## src/rtl/clock_divider_pkg.sv

```systemverilog
// Shared constants and helpers for the multi-channel clock divider.
// Holds the default widths, reset half-period and the common half-period presets.
// Also holds the helper that sizes the channel index.
package clock_divider_pkg;

  localparam int CNT_W_DEF    = 32;
  localparam int RST_HALF_DEF = 50_000;

  // Half-periods in 100 MHz Clock cycles.
  localparam int HALF_1KHZ = 50_000;
  localparam int HALF_1HZ  = 50_000_000;
  localparam int HALF_SCAN = 100_000;

  function automatic int ch_width(input int n);
    return (n <= 1) ? 1 : $clog2(n);
  endfunction

endpackage

```

## src/rtl/clock_divider_channel.sv

```systemverilog
// One divider channel: half-period counter, active/pending half and registered 50% output plus tick.
// Latency: a pending half is applied at the next toggle boundary, or one cycle after acceptance if stopped.
// Backpressure: one outstanding update; pend_vld stays high until applied. SyncReq via CLKDIV_PHASE_SYNC_EN.
module clock_divider_channel
  import clock_divider_pkg::*;
#(
  parameter int                CNT_W    = CNT_W_DEF,
  parameter logic [CNT_W-1:0]  RST_HALF = CNT_W'(RST_HALF_DEF)
) (
  input  logic             Clock,
  input  logic             Reset,
  input  logic             enable,
`ifdef CLKDIV_PHASE_SYNC_EN
  input  logic             sync,
`endif
  input  logic             wr_vld,
  input  logic [CNT_W-1:0] wr_half,
  output logic             pend_vld,
  output logic             divided_clock,
  output logic             tick
);

  localparam logic [CNT_W-1:0] ONE = CNT_W'(1);

  logic [CNT_W-1:0] cnt;
  logic [CNT_W-1:0] half;
  logic [CNT_W-1:0] pend;
  // After reset, stop or sync the first boundary is a silent low half,
  // so the first rising edge lands 2*H cycles after the restart.
  logic             first_half;

  always_ff @(posedge Clock or posedge Reset) begin
    if (Reset) begin
      cnt           <= '0;
      half          <= RST_HALF;
      pend          <= '0;
      pend_vld      <= 1'b0;
      divided_clock <= 1'b0;
      tick          <= 1'b0;
      first_half    <= 1'b1;
    end else begin
`ifdef CLKDIV_PHASE_SYNC_EN
      if (sync) begin
        cnt           <= '0;
        divided_clock <= 1'b0;
        tick          <= 1'b0;
        first_half    <= 1'b1;
        if (pend_vld) begin
          half     <= pend;
          pend_vld <= 1'b0;
        end
      end else
`endif
      if (half == '0) begin
        cnt           <= '0;
        divided_clock <= 1'b0;
        tick          <= 1'b0;
        first_half    <= 1'b1;
        if (pend_vld) begin
          half     <= pend;
          pend_vld <= 1'b0;
        end
      end else if (enable) begin
        if (cnt == half - ONE) begin
          cnt        <= '0;
          first_half <= 1'b0;
          if (first_half) begin
            tick <= 1'b0;
          end else begin
            divided_clock <= ~divided_clock;
            tick          <= ~divided_clock;
          end
          if (pend_vld) begin
            half     <= pend;
            pend_vld <= 1'b0;
          end
        end else begin
          cnt  <= cnt + ONE;
          tick <= 1'b0;
        end
      end else begin
        tick <= 1'b0;
      end

      // Only accepted while pend_vld is low, so it never collides with an apply above.
      if (wr_vld) begin
        pend     <= wr_half;
        pend_vld <= 1'b1;
      end
    end
  end

endmodule

```

## src/rtl/clock_divider_multi.sv

```systemverilog
// NUM_CH run-time programmable 50% clock dividers with per-channel rising-edge tick strobes.
// Latency: first rising edge 2*H cycles after reset/restart; new half applied at the next toggle boundary.
// Backpressure: CfgReady = no update pending on CfgCh; out-of-range channels always accept and discard. Option: CLKDIV_PHASE_SYNC_EN.
module clock_divider_multi
  import clock_divider_pkg::*;
#(
  parameter int               NUM_CH   = 4,
  parameter int               CNT_W    = CNT_W_DEF,
  parameter logic [CNT_W-1:0] RST_HALF = CNT_W'(RST_HALF_DEF),
  parameter int               CH_W     = ch_width(NUM_CH)
) (
  input  logic              Clock,
  input  logic              Reset,
  input  logic              Enable,
  input  logic              CfgValid,
  input  logic [CH_W-1:0]   CfgCh,
  input  logic [CNT_W-1:0]  CfgHalf,
`ifdef CLKDIV_PHASE_SYNC_EN
  input  logic              SyncReq,
`endif
  output logic              CfgReady,
  output logic [NUM_CH-1:0] DividedClock,
  output logic [NUM_CH-1:0] Tick
);

  localparam int IDX_N = 1 << CH_W;

  logic [NUM_CH-1:0] pend_vld;
  logic [NUM_CH-1:0] wr_vld;
  logic [IDX_N-1:0]  pend_map;

  // Indices beyond NUM_CH read as never-pending so those writes are accepted and dropped.
  for (genvar i = 0; i < IDX_N; i++) begin : g_map
    if (i < NUM_CH) begin : g_in
      assign pend_map[i] = pend_vld[i];
    end else begin : g_out
      assign pend_map[i] = 1'b0;
    end
  end

  assign CfgReady = ~pend_map[CfgCh];

  for (genvar i = 0; i < NUM_CH; i++) begin : g_ch
    assign wr_vld[i] = CfgValid && CfgReady && (CfgCh == CH_W'(i));

    clock_divider_channel #(
      .CNT_W    (CNT_W),
      .RST_HALF (RST_HALF)
    ) u_ch (
      .Clock         (Clock),
      .Reset         (Reset),
      .enable        (Enable),
`ifdef CLKDIV_PHASE_SYNC_EN
      .sync          (SyncReq),
`endif
      .wr_vld        (wr_vld[i]),
      .wr_half       (CfgHalf),
      .pend_vld      (pend_vld[i]),
      .divided_clock (DividedClock[i]),
      .tick          (Tick[i])
    );
  end

endmodule

```

## config.mk

```make
export PLATFORM = sky130hd
export DESIGN_NAME = clock_divider_multi
export DESIGN_NICKNAME = d
export VERILOG_FILES = /design/src/rtl/clock_divider_pkg.sv /design/src/rtl/clock_divider_channel.sv /design/src/rtl/clock_divider_multi.sv
export SDC_FILE = /design/constraint.sdc
export NUM_CORES = 1
export LEC_CHECK = 0
export CORE_MARGIN = 2
export CORE_UTILIZATION = 65
export CTS_CLUSTER_DIAMETER = 80
export CTS_CLUSTER_SIZE = 8
export DETAILED_ROUTE_END_ITERATION = 10
export PLACE_DENSITY = 0.83
export SKIP_LAST_GASP = 1
export SYNTH_ARGS = -nofsm -noshare
export SYNTH_HDL_FRONTEND = slang
export SYNTH_HIERARCHICAL = 1
export SYNTH_SLANG_ARGS = --single-unit
```

## constraint.sdc

```tcl
create_clock -name Clock -period 11.7 [get_ports Clock]
set_clock_uncertainty 0.05 [all_clocks]
set_input_delay 2.34 -clock Clock [delete_from_list [all_inputs] [get_ports Clock]]
set_output_delay 2.34 -clock Clock [all_outputs]
set_load 0.005 [all_outputs]
```

After elaboration in Yosys (flattened, before gate mapping)
Cells that the tools add are included.
W data, S select, Z words.
{"block": "totals", "register_bits": 400}
{"block": "op_classes", "addsub": 8, "n_reduce_logical": 38, "bitwise": 5, "muxes": 82, "n_lt_le_gt_ge": 1, "eq_ne": 11}
{"operator": "$mux W32", "count": 28}
{"operator": "$add A32 B1 Y32 const B", "count": 4}
{"operator": "$eq A32 B32 Y1", "count": 4}
{"operator": "$logic_not A32 Y1", "count": 4}
{"operator": "$sub A32 B1 Y32 const B", "count": 4}
{"operator": "$mux W1", "count": 53}
{"operator": "$reduce_bool A3 Y1", "count": 8}
{"operator": "$reduce_and A2 Y1", "count": 8}
{"operator": "$reduce_bool A2 Y1", "count": 8}
{"operator": "$reduce_and A3 Y1", "count": 4}
{"operator": "$ne A2 B2 Y1 const B", "count": 4}
{"operator": "$logic_and A1 B1 Y1", "count": 5}
{"operator": "$not A1 Y1", "count": 5}
{"operator": "$eq A2 B2 Y1 const B", "count": 2}
{"operator": "$lt A2 B3 Y1 const B", "count": 1}
{"operator": "$bmux W1 S2", "count": 1}
{"operator": "$eq A2 B1 Y1 const B", "count": 1}
{"operator": "$logic_not A2 Y1", "count": 1}

Longest topological paths before layout
Gate-level depths: netlist of run 1.
{"block": "depth", "depth_word": 7, "ltp_mapped": 14, "mapped_depth_nobuf": 10}

Modules after synthesis
The synthesis of run 1 kept the hierarchy.
{"mod": "clock_divider_channel at g_ch[0].u_ch ...", "instances": 3, "area_each_um2": 5524.0, "seq_area_each_um2": 2511.2, "cells_per_inst": 503}
{"mod": "clock_divider_channel at g_ch[3].u_ch", "instances": 1, "area_each_um2": 5355.1, "seq_area_each_um2": 2511.2, "cells_per_inst": 498}
{"mod": "clock_divider_multi", "instances": 1, "area_each_um2": 63.8, "seq_area_each_um2": 0.0, "cells_per_inst": 7}

Least setup slack after synthesis of run 1
Ideal clock, no wire load.
{"block": "synth_timing", "path_kind": "in2out", "from": "input port CfgCh[0]", "to": "output port CfgReady", "setup_slack_ps": 6438, "arrival_time_ps": 2872, "required_time_ps": 9310, "cell_stages": 2, "cell_sequence": "mux4_2 -> inv_1"}
{"block": "synth_between", "elab_chain_cells": 3}
{"item": "from (decl)", "line_no": "clock_divider_multi.sv:16", "rtl": "input logic [CH_W-1:0] CfgCh,"}
{"item": "$bmux W1 S2", "line_no": "clock_divider_multi.sv:41", "rtl": "assign CfgReady = ~pend_map[CfgCh];"}
{"item": "$mux W1 (not written as such)", "line_no": "clock_divider_multi.sv:41"}
{"item": "$not A1 Y1", "line_no": "clock_divider_multi.sv:41"}
{"item": "to (decl)", "line_no": "clock_divider_multi.sv:21", "rtl": "output logic CfgReady,"}
No other way between the ends. The select of a mux whose other input is x is not followed.

Worst setup path after layout of run 1
Same ends and word-level chain as after synthesis.

==> impl_metrics.json, run 1 <==
{
  "final_util_pct": 72.6,
  "synth_most_common_cell": "dfrtp_1",
  "vias": 16400,
  "cp_data_arrival_time_ps": 3960,
  "grt_usage_pct": 31.8,
  "syn-mean-instance-area_sq_um": 10.9,
  "ys_seq_area_share_pct": 45.7,
  "setup_ws_ps": 5350,
  "rsz0062_at_grt": "false",
  "cts.sinks": 400,
  "path_class": "primary input to primary output",
  "synth_edf_count": 0,
  "post_cts_buffers": 0,
  "grt_pass1_wl_um": 89000,
  "synth_area_sq_um": 22000,
  "clk_pin_slew_ps": 50,
  "dr.first_iter.drc_count": 1552,
  "vdd_drop_max_uv": 157,
  "yosysWarnings": 6,
  "place_inst": 2432,
  "ios": 47,
  "grt-ovfl-total": 0,
  "htreeDepth": 2,
  "synth.distinct_cells": 78,
  "relSlewSlack_pct": 15.8,
  "dp_slack_ps": 5350,
  "tightest_slew_ps": 1260,
  "powerDensity_nw_per_um2": 244,
  "synth_top_area_share_pct": 42.3,
  "critPathCaptureType": "primary output",
  "gp_congestion": 0.922,
  "synth_commonest_cells": "372 x dfrtp_1, 204 x nor2_1, 154 x mux2_2",
  "initial_core_util_pct": 65.7,
  "outcome": "finished clean",
  "finalCriticalPeriod_ps": 6350,
  "cts_root_buffer": "clkbuf_16",
  "synth_area_leaders": "dfrtp_1 42%, mux2_2 7.9%, xnor2_1 5.7%, mux2_4 5.4%, xor2_1 4.3%",
  "synth_flop_cell": "dfrtp_1",
  "grt-busiest-layer": "met2",
  "async_flop_share_pct": 100,
  "stdcell_area_sq_um": 24300,
  "max_freq_mhz": 157,
  "final.period_utilization_pct": 54.3,
  "holdWs_ps": 425,
  "grt_pass1_vias": 16200,
  "met1_usage_pct": 45.3,
  "area_delta_synth_final_pct": 10.5,
  "dieHeight_um": 188,
  "clockBufferDepth": 3,
  "gr-usage-met2_pct": 49.1,
  "ant_nets": 0,
  "cp_data_required_time_ps": 9310,
  "ys_seq_elements": 400,
  "core_region_area_sq_um": 33400,
  "die_w_um": 188,
  "hpwlAfterDp_um": 38200,
  "dr.pass1.iters": 5,
  "path_max_fanout": 4,
  "cts_buffers": 56,
  "antenna_found_initial": 1,
  "drc": 0,
  "setup_viol": 0,
  "nNetsFinal": 2088,
  "fin_cells": 2537,
  "grt_max_degree": 65,
  "hold_violations": 0,
  "synth.largest_area_cell": "dfrtp_1",
  "hold_class": "flip-flop to flip-flop",
  "drive_gt1_share_pct": 19.0,
  "routed_wl_um": 55300,
  "syn_inst": 2014,
  "use_met3_pct": 4.88,
  "final_max_slew_viol_count": 0,
  "start_kind": "primary input",
  "clk-insertion-delay-late_ps": 590,
  "wl_per_cell_um": 21.8,
  "synth_nets": 2060,
  "tns_ps": 0,
  "die-area_sq_um": 35300,
  "place_area_sq_um": 22700,
  "ctsResizeCount": 0,
  "cts_tree": "built",
  "cts_hold_buf": 0,
  "p_leak_nw": 10.7,
  "vias_per_cell": 6.45,
  "rows": 67,
  "io_buffers": 46,
  "power_mw": 5.94,
  "maxCapViolations": 0
}
cell type report:
class / count / area, sq um
repair buffers: 62 / 576
well taps: 448 / 561
flip-flops and latches: 400 / 10000
fillers: 2304 / 9160
diodes: 3 / 7.51
clock inverters: 4 / 53.8
clock buffers: 98 / 1560
multi-input cells: 1466 / 11300
inverters: 56 / 220
worst max-delay path: stages:
cell             delay, ps
clkdlybuf4s50_1        560
mux4_2                 510
inv_1                   60
clkdlybuf4s50_1        490
sequential cells by signal (all words and copies together) (netlist names):
name                     flops
g_ch.u_ch/first_half         4
g_ch.u_ch/pend             128
g_ch.u_ch/tick               4
g_ch.u_ch/cnt              128
g_ch.u_ch/divided_clock      4
g_ch.u_ch/half             128
g_ch.u_ch/pend_vld           4
power breakdown:
group | total (mW) | internal, mW | switching, mW
Sequential | 2.35 | 1.82 | 0.524
Combinational | 2.09 | 1.06 | 1.03
Clock | 1.50 | 0.894 | 0.605
Total | 5.94 | 3.78 | 2.16
path summary, 6_finish.rpt:
| kind | cells after the start | startpoint | slack [ps] | endpoint |
|---|---|---|---|---|
| max | 4 | CfgCh[0] | 5350 | CfgReady |
| max reg2reg | 8 | g_ch[3].u_ch/half[12]$_DFFE_PP0P_ | 6760 | g_ch[3].u_ch/cnt[8]$_DFFE_PP0P_ |
| min in group asynchronous | 2 | Reset | 2490 | g_ch[1].u_ch/pend[3]$_DFFE_PP0P_ |
| min | 2 | g_ch[3].u_ch/first_half$_DFFE_PP1P_ | 420 | g_ch[3].u_ch/first_half$_DFFE_PP1P_ |
| min reg2reg | 2 | g_ch[3].u_ch/first_half$_DFFE_PP1P_ | 420 | g_ch[3].u_ch/first_half$_DFFE_PP1P_ |
| max in group asynchronous | 3 | Reset | 7930 | g_ch[0].u_ch/pend[25]$_DFFE_PP0P_ |
cells by family (layout without fill, tap and decap cells):
logic type / Yosys count / count (layout) / share of synthesized area, %
DFF: 400 / 400 / 45.7
buffers and inverters: 148 / 220 / 3.32
AOI/OAI and AO/OA: 221 / 221 / 7.85
and+or+nand+nor: 735 / 735 / 18.2
muxes: 245 / 245 / 13.9
other: 0 / 3 / 0
adders and majority gates: 8 / 8 / 0.455
xor gates and xnor gates: 257 / 257 / 10.6
cell usage in the layout (no fill, tap or decap), types with 16 or more instances in the layout:
master | netlist | layout
a32o_1 | 18 | 18
nand4_1 | 37 | 37
buf_4 | 10 | 16
dfstp_2 | 28 | 28
nor2_1 | 204 | 204
nand3_1 | 68 | 68
nor3_1 | 62 | 61
o21ai_0 | 31 | 31
clkdlybuf4s50_1 | 0 | 45
clkbuf_1 | 54 | 42
a21oi_1 | 27 | 27
nor4_1 | 70 | 70
or4_1 | 27 | 27
xnor2_1 | 144 | 144
nand2_1 | 80 | 80
mux2_2 | 154 | 154
inv_1 | 56 | 52
dfrtp_1 | 372 | 372
clkbuf_16 | 0 | 56
or3_1 | 35 | 35
mux2_4 | 79 | 79
and3_1 | 24 | 24
xor2_1 | 107 | 107
layer usage:
metal / wire length, um / share of wire [%] / vias to the layer above
met3: 4280 / 7.7 / 139
met5: 0 / 0 / -
li1: - / - / 7370
met4: 2200 / 4.0 / 0
met2: 25300 / 46 / 687
met1: 23500 / 43 / 8169
No activity file was read; power rests on OpenSTA's default activity.
==> run 2: changes to the inputs <==
--- a/config.mk
+++ b/config.mk
@@ -6,11 +6,11 @@
 export NUM_CORES = 1
 export LEC_CHECK = 0
 export CORE_MARGIN = 2
-export CORE_UTILIZATION = 65
+export CORE_UTILIZATION = 63
 export CTS_CLUSTER_DIAMETER = 80
 export CTS_CLUSTER_SIZE = 8
 export DETAILED_ROUTE_END_ITERATION = 10
-export PLACE_DENSITY = 0.83
+export PLACE_DENSITY = 0.81
 export SKIP_LAST_GASP = 1
 export SYNTH_ARGS = -nofsm -noshare
 export SYNTH_HDL_FRONTEND = slang
==> constraint.sdc (replaced) <==
create_clock -name Clock -period 6.2 [get_ports Clock]
set_clock_uncertainty 0.05 [all_clocks]
set_input_delay 1.24 -clock Clock [delete_from_list [all_inputs] [get_ports Clock]]
set_output_delay 1.24 -clock Clock [all_outputs]
set_load 0.005 [all_outputs]
==> run 2 against run 1 <==
  * Worst setup slack worse by 3900 ps
  * Critical path depth increased by 4
  * Register-to-register slack got worse by 5300 ps
  * Clock-buffer cell count did not move
  * Hold slack got worse by 4.0 ps
  * Via count shrank 2.3%
  * Cell area fell by 0.24%
  * Sequential power rose by 89%
  * Core utilization is 2.3 points lower
  * Critical endpoint is now g_ch[3].u_ch/half[22]$_DFFE_PP0P_
  * Largest cell class unchanged
==> impl_metrics.json, run 2 (same netlist as run 1, synthesis figures left out) <==
{
  "die-area_sq_um": 36400,
  "dr.pass1.iters": 5,
  "cts.sinks": 400,
  "rsz0062_at_grt": "false",
  "grt_pass1_wl_um": 86900,
  "reg_top3": "g_ch.u_ch/cnt x128, g_ch.u_ch/half x128, g_ch.u_ch/pend x128",
  "fin_cells": 2536,
  "clockBufferDepth": 3,
  "p_comb_share_pct": 34.9,
  "critPathCaptureType": "flip-flop",
  "dr.first_iter.drc_count": 1098,
  "dp_slack_ps": 1500,
  "nNetsFinal": 2084,
  "area_delta_synth_final_pct": 10.2,
  "relSlewSlack_pct": 17.5,
  "p_sw_share_pct": 36.0,
  "rows": 68,
  "startpoint": "g_ch[3].u_ch/half[12]$_DFFE_PP0P_",
  "final.period_utilization_pct": 77.0,
  "powerDensity_nw_per_um2": 457,
  "ant_nets": 0,
  "power_frac_clock_pct": 25.0,
  "final_util_pct": 70.3,
  "grt_pass1_vias": 16000,
  "final_common_cell": "dfrtp_1",
  "place_inst": 2436,
  "final_cell_mix": "372 x dfrtp_1, 204 x nor2_1, 154 x mux2_2",
  "maxCapViolations": 0,
  "gp_congestion": 0.958,
  "cts_tree": "built",
  "cts_buffers": 55,
  "ios": 47,
  "drc": 0,
  "wl_per_cell_um": 21.3,
  "seq_area_sq_um": 10000,
  "fillers": 2525,
  "cp_data_arrival_time_ps": 5210,
  "grt-ovfl-total": 0,
  "hold_class": "flip-flop to flip-flop",
  "antenna_found_initial": 4,
  "hold_depth": 2,
  "hp-start": "g_ch[3].u_ch/first_half$_DFFE_PP1P_",
  "tightest_slew_ps": 1230,
  "clk_pin_slew_ps": 50,
  "htreeDepth": 2,
  "diodes": 0,
  "reg2reg_slack_ps": 1430,
  "setup_ws_ps": 1430,
  "hpwlAfterDp_um": 37400,
  "die_w_um": 191,
  "dieHeight_um": 191,
  "initial_core_util_pct": 63.8,
  "core_region_area_sq_um": 34500,
  "grt_max_degree": 63,
  "max_freq_mhz": 209,
  "tns_ps": 0,
  "post_cts_buffers": 0,
  "pwr-share-seq_pct": 40.1,
  "intPower_mw": 7.08,
  "io_buffers": 46,
  "holdWs_ps": 421,
  "cp_data_required_time_ps": 6640,
  "clk-insertion-delay-late_ps": 600,
  "crit_chain": "or4_1, or4_1, or4b_1, a211o_1, a21oi_1, or4b_1, o31ai_2, mux2_2",
  "path_class": "flip-flop to flip-flop",
  "cts_root_buffer": "clkbuf_16",
  "outcome": "finished clean",
  "finalCriticalPeriod_ps": 4770,
  "routed_wl_um": 53900,
  "drive_gt1_share_pct": 18.7,
  "place_area_sq_um": 22700,
  "start_kind": "flip-flop",
  "power_switching_mw": 3.99,
  "ctsResizeCount": 0,
  "path_max_fanout": 12,
  "grt_usage_pct": 30.3,
  "p_leak_nw": 10.6,
  "slowest_delay_ps": 970,
  "vias_per_cell": 6.31,
  "r2r-start": "g_ch[3].u_ch/half[12]$_DFFE_PP0P_",
  "final_max_slew_viol_count": 0,
  "r2r-end": "g_ch[3].u_ch/half[22]$_DFFE_PP0P_",
  "stdcell_area_sq_um": 24200,
  "power_mw": 11.1,
  "hold_violations": 0,
  "cp_slowest_cell": "o31ai_2",
  "vias": 16000,
  "multiInputGateArea_sq_um": 11300,
  "cts_hold_buf": 0,
  "worstHoldEndpoint": "g_ch[3].u_ch/first_half$_DFFE_PP1P_",
  "setup_viol": 0,
  "worstRegToRegCells": 8,
  "vdd_drop_max_uv": 314
}
==> run 2: cell count changes in the layout (fill, tap and decap cells not counted) <==
cell,change
buf_4,-3
diode_2,-3
buf_2,-1
clkbuf_1,+1
clkbuf_16,-1
clkdlybuf4s50_1,+1
clkinv_4,-1
clkinv_8,+1
inv_16,-1
inv_6,-1
==> run 2: metal layers <==
layer  share of wire (%)  GRT usage (%)  routed length, um
met3                 5.8           5.23               3130
met5                   0              0                  0
met2                  48           50.0              26000
met1                  43           40.7              23100
met4                 3.1           10.2               1690
==> run 2: final cells by class <==
type | count | share of cell area, %
Multi-Input combinational cell | 1466 | 46.5
Sequential cell | 400 | 41.5
Clock buffer | 98 | 6.35
Tap cell | 455 | 2.35
Timing Repair Buffer | 59 | 2.30
Inverter | 56 | 0.909
Clock inverter | 2 | 0.134
==> run 2: critical path: cells and delay by family (launching register included) <==
kind	cells	cell delay [ps]
flops	1	440
simple gates	4	2390
mux	1	420
compound gates	3	1360
==> run 2: power groups by stage <==
stage | registers [mW] | logic (mW) | clock network, mW
after detailed placement | 4.44 | 3.75 | 0
after global placement | 4.39 | 3.64 | 0
final | 4.44 | 3.86 | 2.77
after global routing | 4.55 | 4.21 | 2.94
after CTS | 4.42 | 3.80 | 2.81
after floorplan | 3.96 | 3.33 | 0
==> run 2: worst max path at each step <==
stage / end / slack [ps] / depth (start not counted)
after floorplan: g_ch[3].u_ch/half[21]$_DFFE_PP0P_ / 2190 / 10
after global placement: g_ch[3].u_ch/half[22]$_DFFE_PP0P_ / 1600 / 8
after detailed placement: g_ch[3].u_ch/half[22]$_DFFE_PP0P_ / 1500 / 8
after CTS: g_ch[3].u_ch/half[22]$_DFFE_PP0P_ / 1480 / 8
after global routing: g_ch[3].u_ch/cnt[19]$_DFFE_PP0P_ / 1150 / 8
final: g_ch[3].u_ch/half[22]$_DFFE_PP0P_ / 1430 / 8
==> run 3: changes to the inputs <==
--- a/config.mk
+++ b/config.mk
@@ -6,11 +6,11 @@
 export NUM_CORES = 1
 export LEC_CHECK = 0
 export CORE_MARGIN = 2
-export CORE_UTILIZATION = 63
+export CORE_UTILIZATION = 57
 export CTS_CLUSTER_DIAMETER = 80
 export CTS_CLUSTER_SIZE = 8
 export DETAILED_ROUTE_END_ITERATION = 10
-export PLACE_DENSITY = 0.81
+export PLACE_DENSITY = 0.77
 export SKIP_LAST_GASP = 1
 export SYNTH_ARGS = -nofsm -noshare
 export SYNTH_HDL_FRONTEND = slang
==> constraint.sdc (replaced) <==
create_clock -name Clock -period 4.39 [get_ports Clock]
set_clock_uncertainty 0.05 [all_clocks]
set_input_delay 0.878 -clock Clock [delete_from_list [all_inputs] [get_ports Clock]]
set_output_delay 0.878 -clock Clock [all_outputs]
set_load 0.005 [all_outputs]
==> run 3 against run 2 <==
  * Sequential power rose by 41%
  * Global-route usage fell by 2.2 points
  * Core utilization fell by 5.0 points
  * Clock-buffer cell count rose by 3
  * Cell count rose by 3.8%
  * Critical endpoint is now g_ch[0].u_ch/half[1]$_DFFE_PP0P_
  * Cell area rose by 2.1%
  * Clock power rose by 43%
  * Register-to-register slack got worse by 1300 ps
  * Non-clock buffer count rose by 38
  * Critical path type unchanged
==> impl_metrics.json, run 3 (same netlist as run 1, synthesis figures left out) <==
{
  "clk-insertion-delay-late_ps": 600,
  "grt_usage_pct": 28.1,
  "critPathCaptureType": "flip-flop",
  "rsz0062_at_grt": "false",
  "stdcell_area_sq_um": 24700,
  "cp_data_required_time_ps": 4810,
  "rows": 71,
  "seq_area_sq_um": 10000,
  "antenna_found_initial": 7,
  "nNetsFinal": 2122,
  "cp_slowest_cell": "or4_4",
  "finalCriticalPeriod_ps": 4260,
  "cts_buffers": 55,
  "drive_gt1_share_pct": 20.2,
  "grt_pass1_vias": 16500,
  "post_cts_buffers": 0,
  "reg_top3": "g_ch.u_ch/cnt x128, g_ch.u_ch/half x128, g_ch.u_ch/pend x128",
  "final_util_pct": 65.4,
  "routed_wl_um": 55700,
  "r2r-start": "g_ch[0].u_ch/half[0]$_DFFE_PP0P_",
  "slowest_delay_ps": 640,
  "path_max_fanout": 27,
  "hold_depth": 2,
  "clockBufferDepth": 3,
  "wl_per_cell_um": 21.2,
  "grt-ovfl-total": 0,
  "drc": 0,
  "r2r-end": "g_ch[0].u_ch/half[1]$_DFFE_PP0P_",
  "ios": 47,
  "htreeDepth": 2,
  "grt_max_degree": 80,
  "dp_slack_ps": 130,
  "hp-start": "g_ch[3].u_ch/first_half$_DFFE_PP1P_",
  "cts_hold_buf": 0,
  "multiInputGateArea_sq_um": 11300,
  "fillers": 2991,
  "ant_nets": 0,
  "p_leak_nw": 10.9,
  "io_buffers": 46,
  "cts_root_buffer": "clkbuf_16",
  "dr.pass1.iters": 6,
  "crit_family": "simple AND/OR/NAND/NOR gates",
  "crit_chain": "inv_1, ha_1, or4b_4, or4_4, a2111oi_0, o22ai_1, or4b_4, nor4_2, o21ai_4, buf_12, mux2_4",
  "die-area_sq_um": 40200,
  "clk_pin_slew_ps": 60,
  "place_area_sq_um": 23100,
  "worstRegToRegCells": 11,
  "outcome": "finished clean",
  "initial_core_util_pct": 58.1,
  "power_mw": 16.0,
  "worstHoldEndpoint": "g_ch[3].u_ch/first_half$_DFFE_PP1P_",
  "final_common_cell": "dfrtp_1",
  "path_class": "flip-flop to flip-flop",
  "die_w_um": 200,
  "relSlewSlack_pct": 29.0,
  "start_kind": "flip-flop",
  "tns_ps": 0,
  "dieHeight_um": 200,
  "area_delta_synth_final_pct": 12.5,
  "grt_pass1_wl_um": 90300,
  "crit_top_cell": "or4b_4",
  "ctsResizeCount": 0,
  "cp_data_arrival_time_ps": 4680,
  "cts_tree": "built",
  "powerDensity_nw_per_um2": 646,
  "setup_viol": 0,
  "reg2reg_slack_ps": 130,
  "vias": 16200,
  "core_region_area_sq_um": 37800,
  "final_cell_mix": "372 x dfrtp_1, 204 x nor2_1, 154 x mux2_2",
  "hold_violations": 0,
  "max_freq_mhz": 235,
  "gp_congestion": 0.909,
  "vdd_drop_max_uv": 379,
  "cp.buffers_inverters": 2,
  "final_max_slew_viol_count": 0,
  "setup_ws_ps": 126,
  "cts.sinks": 400,
  "final.period_utilization_pct": 97.1,
  "hold_class": "flip-flop to flip-flop",
  "maxCapViolations": 0,
  "tightest_slew_ps": 1060,
  "hpwlAfterDp_um": 39000,
  "vias_per_cell": 6.15,
  "dr.first_iter.drc_count": 1148
}
run 3: power by group:
part	switching [mW]	internal [mW]	total, mW
combinational	2.75	2.98	5.73
sequential	1.41	4.86	6.27
clock	1.57	2.40	3.97
total	5.73	10.2	16.0
run 3: worst min-delay path: cells and delay by family (launching register included):
| family | cells | cell delay, ps |
|---|---|---|
| compound gates | 1 | 50 |
| flops | 1 | 370 |
| simple gates | 1 | 50 |
run 3: final cells by class:
| cell class | count | area share, % |
|---|---|---|
| inverters | 56 | 0.890 |
| flip-flops and latches | 400 | 40.6 |
| repair buffers | 97 | 3.90 |
| well taps | 511 | 2.59 |
| multi-input cells | 1466 | 45.6 |
| clock buffers | 101 | 6.44 |
| diodes | 1 | 0.0101 |
run 3: metal layers:
metal | up-vias | share of wire [%] | global-route usage, %
li1 | 7432 | - | -
met3 | 104 | 6.1 | 3.98
met4 | 0 | 2.7 | 9.26
met2 | 514 | 48 | 47.0
met5 | - | 0 | 0
met1 | 8126 | 43 | 37.8
run 3: stage by stage:
| step | instances | hold WS, ps |
|---|---|---|
| finish | 2632 | 422 |
| global route | 2631 | 461 |
| CTS | 2631 | 422 |
| detailed placement | 2530 | 415 |
| global placement | 2530 | 404 |
| floorplan | 2014 | 397 |
run 3: how the worst max path moves through the flow:
stage	cells past startpoint	start	to	slack [ps]
floorplan	10	g_ch[3].u_ch/half[11]$_DFFE_PP0P_	g_ch[3].u_ch/half[21]$_DFFE_PP0P_	380
global placement	11	g_ch[0].u_ch/half[0]$_DFFE_PP0P_	g_ch[0].u_ch/half[3]$_DFFE_PP0P_	240
detailed placement	11	g_ch[0].u_ch/half[0]$_DFFE_PP0P_	g_ch[0].u_ch/half[1]$_DFFE_PP0P_	130
CTS	11	g_ch[0].u_ch/half[0]$_DFFE_PP0P_	g_ch[0].u_ch/half[1]$_DFFE_PP0P_	130
global route	11	g_ch[0].u_ch/half[0]$_DFFE_PP0P_	g_ch[0].u_ch/cnt[27]$_DFFE_PP0P_	5
finish	11	g_ch[0].u_ch/half[0]$_DFFE_PP0P_	g_ch[0].u_ch/half[1]$_DFFE_PP0P_	130
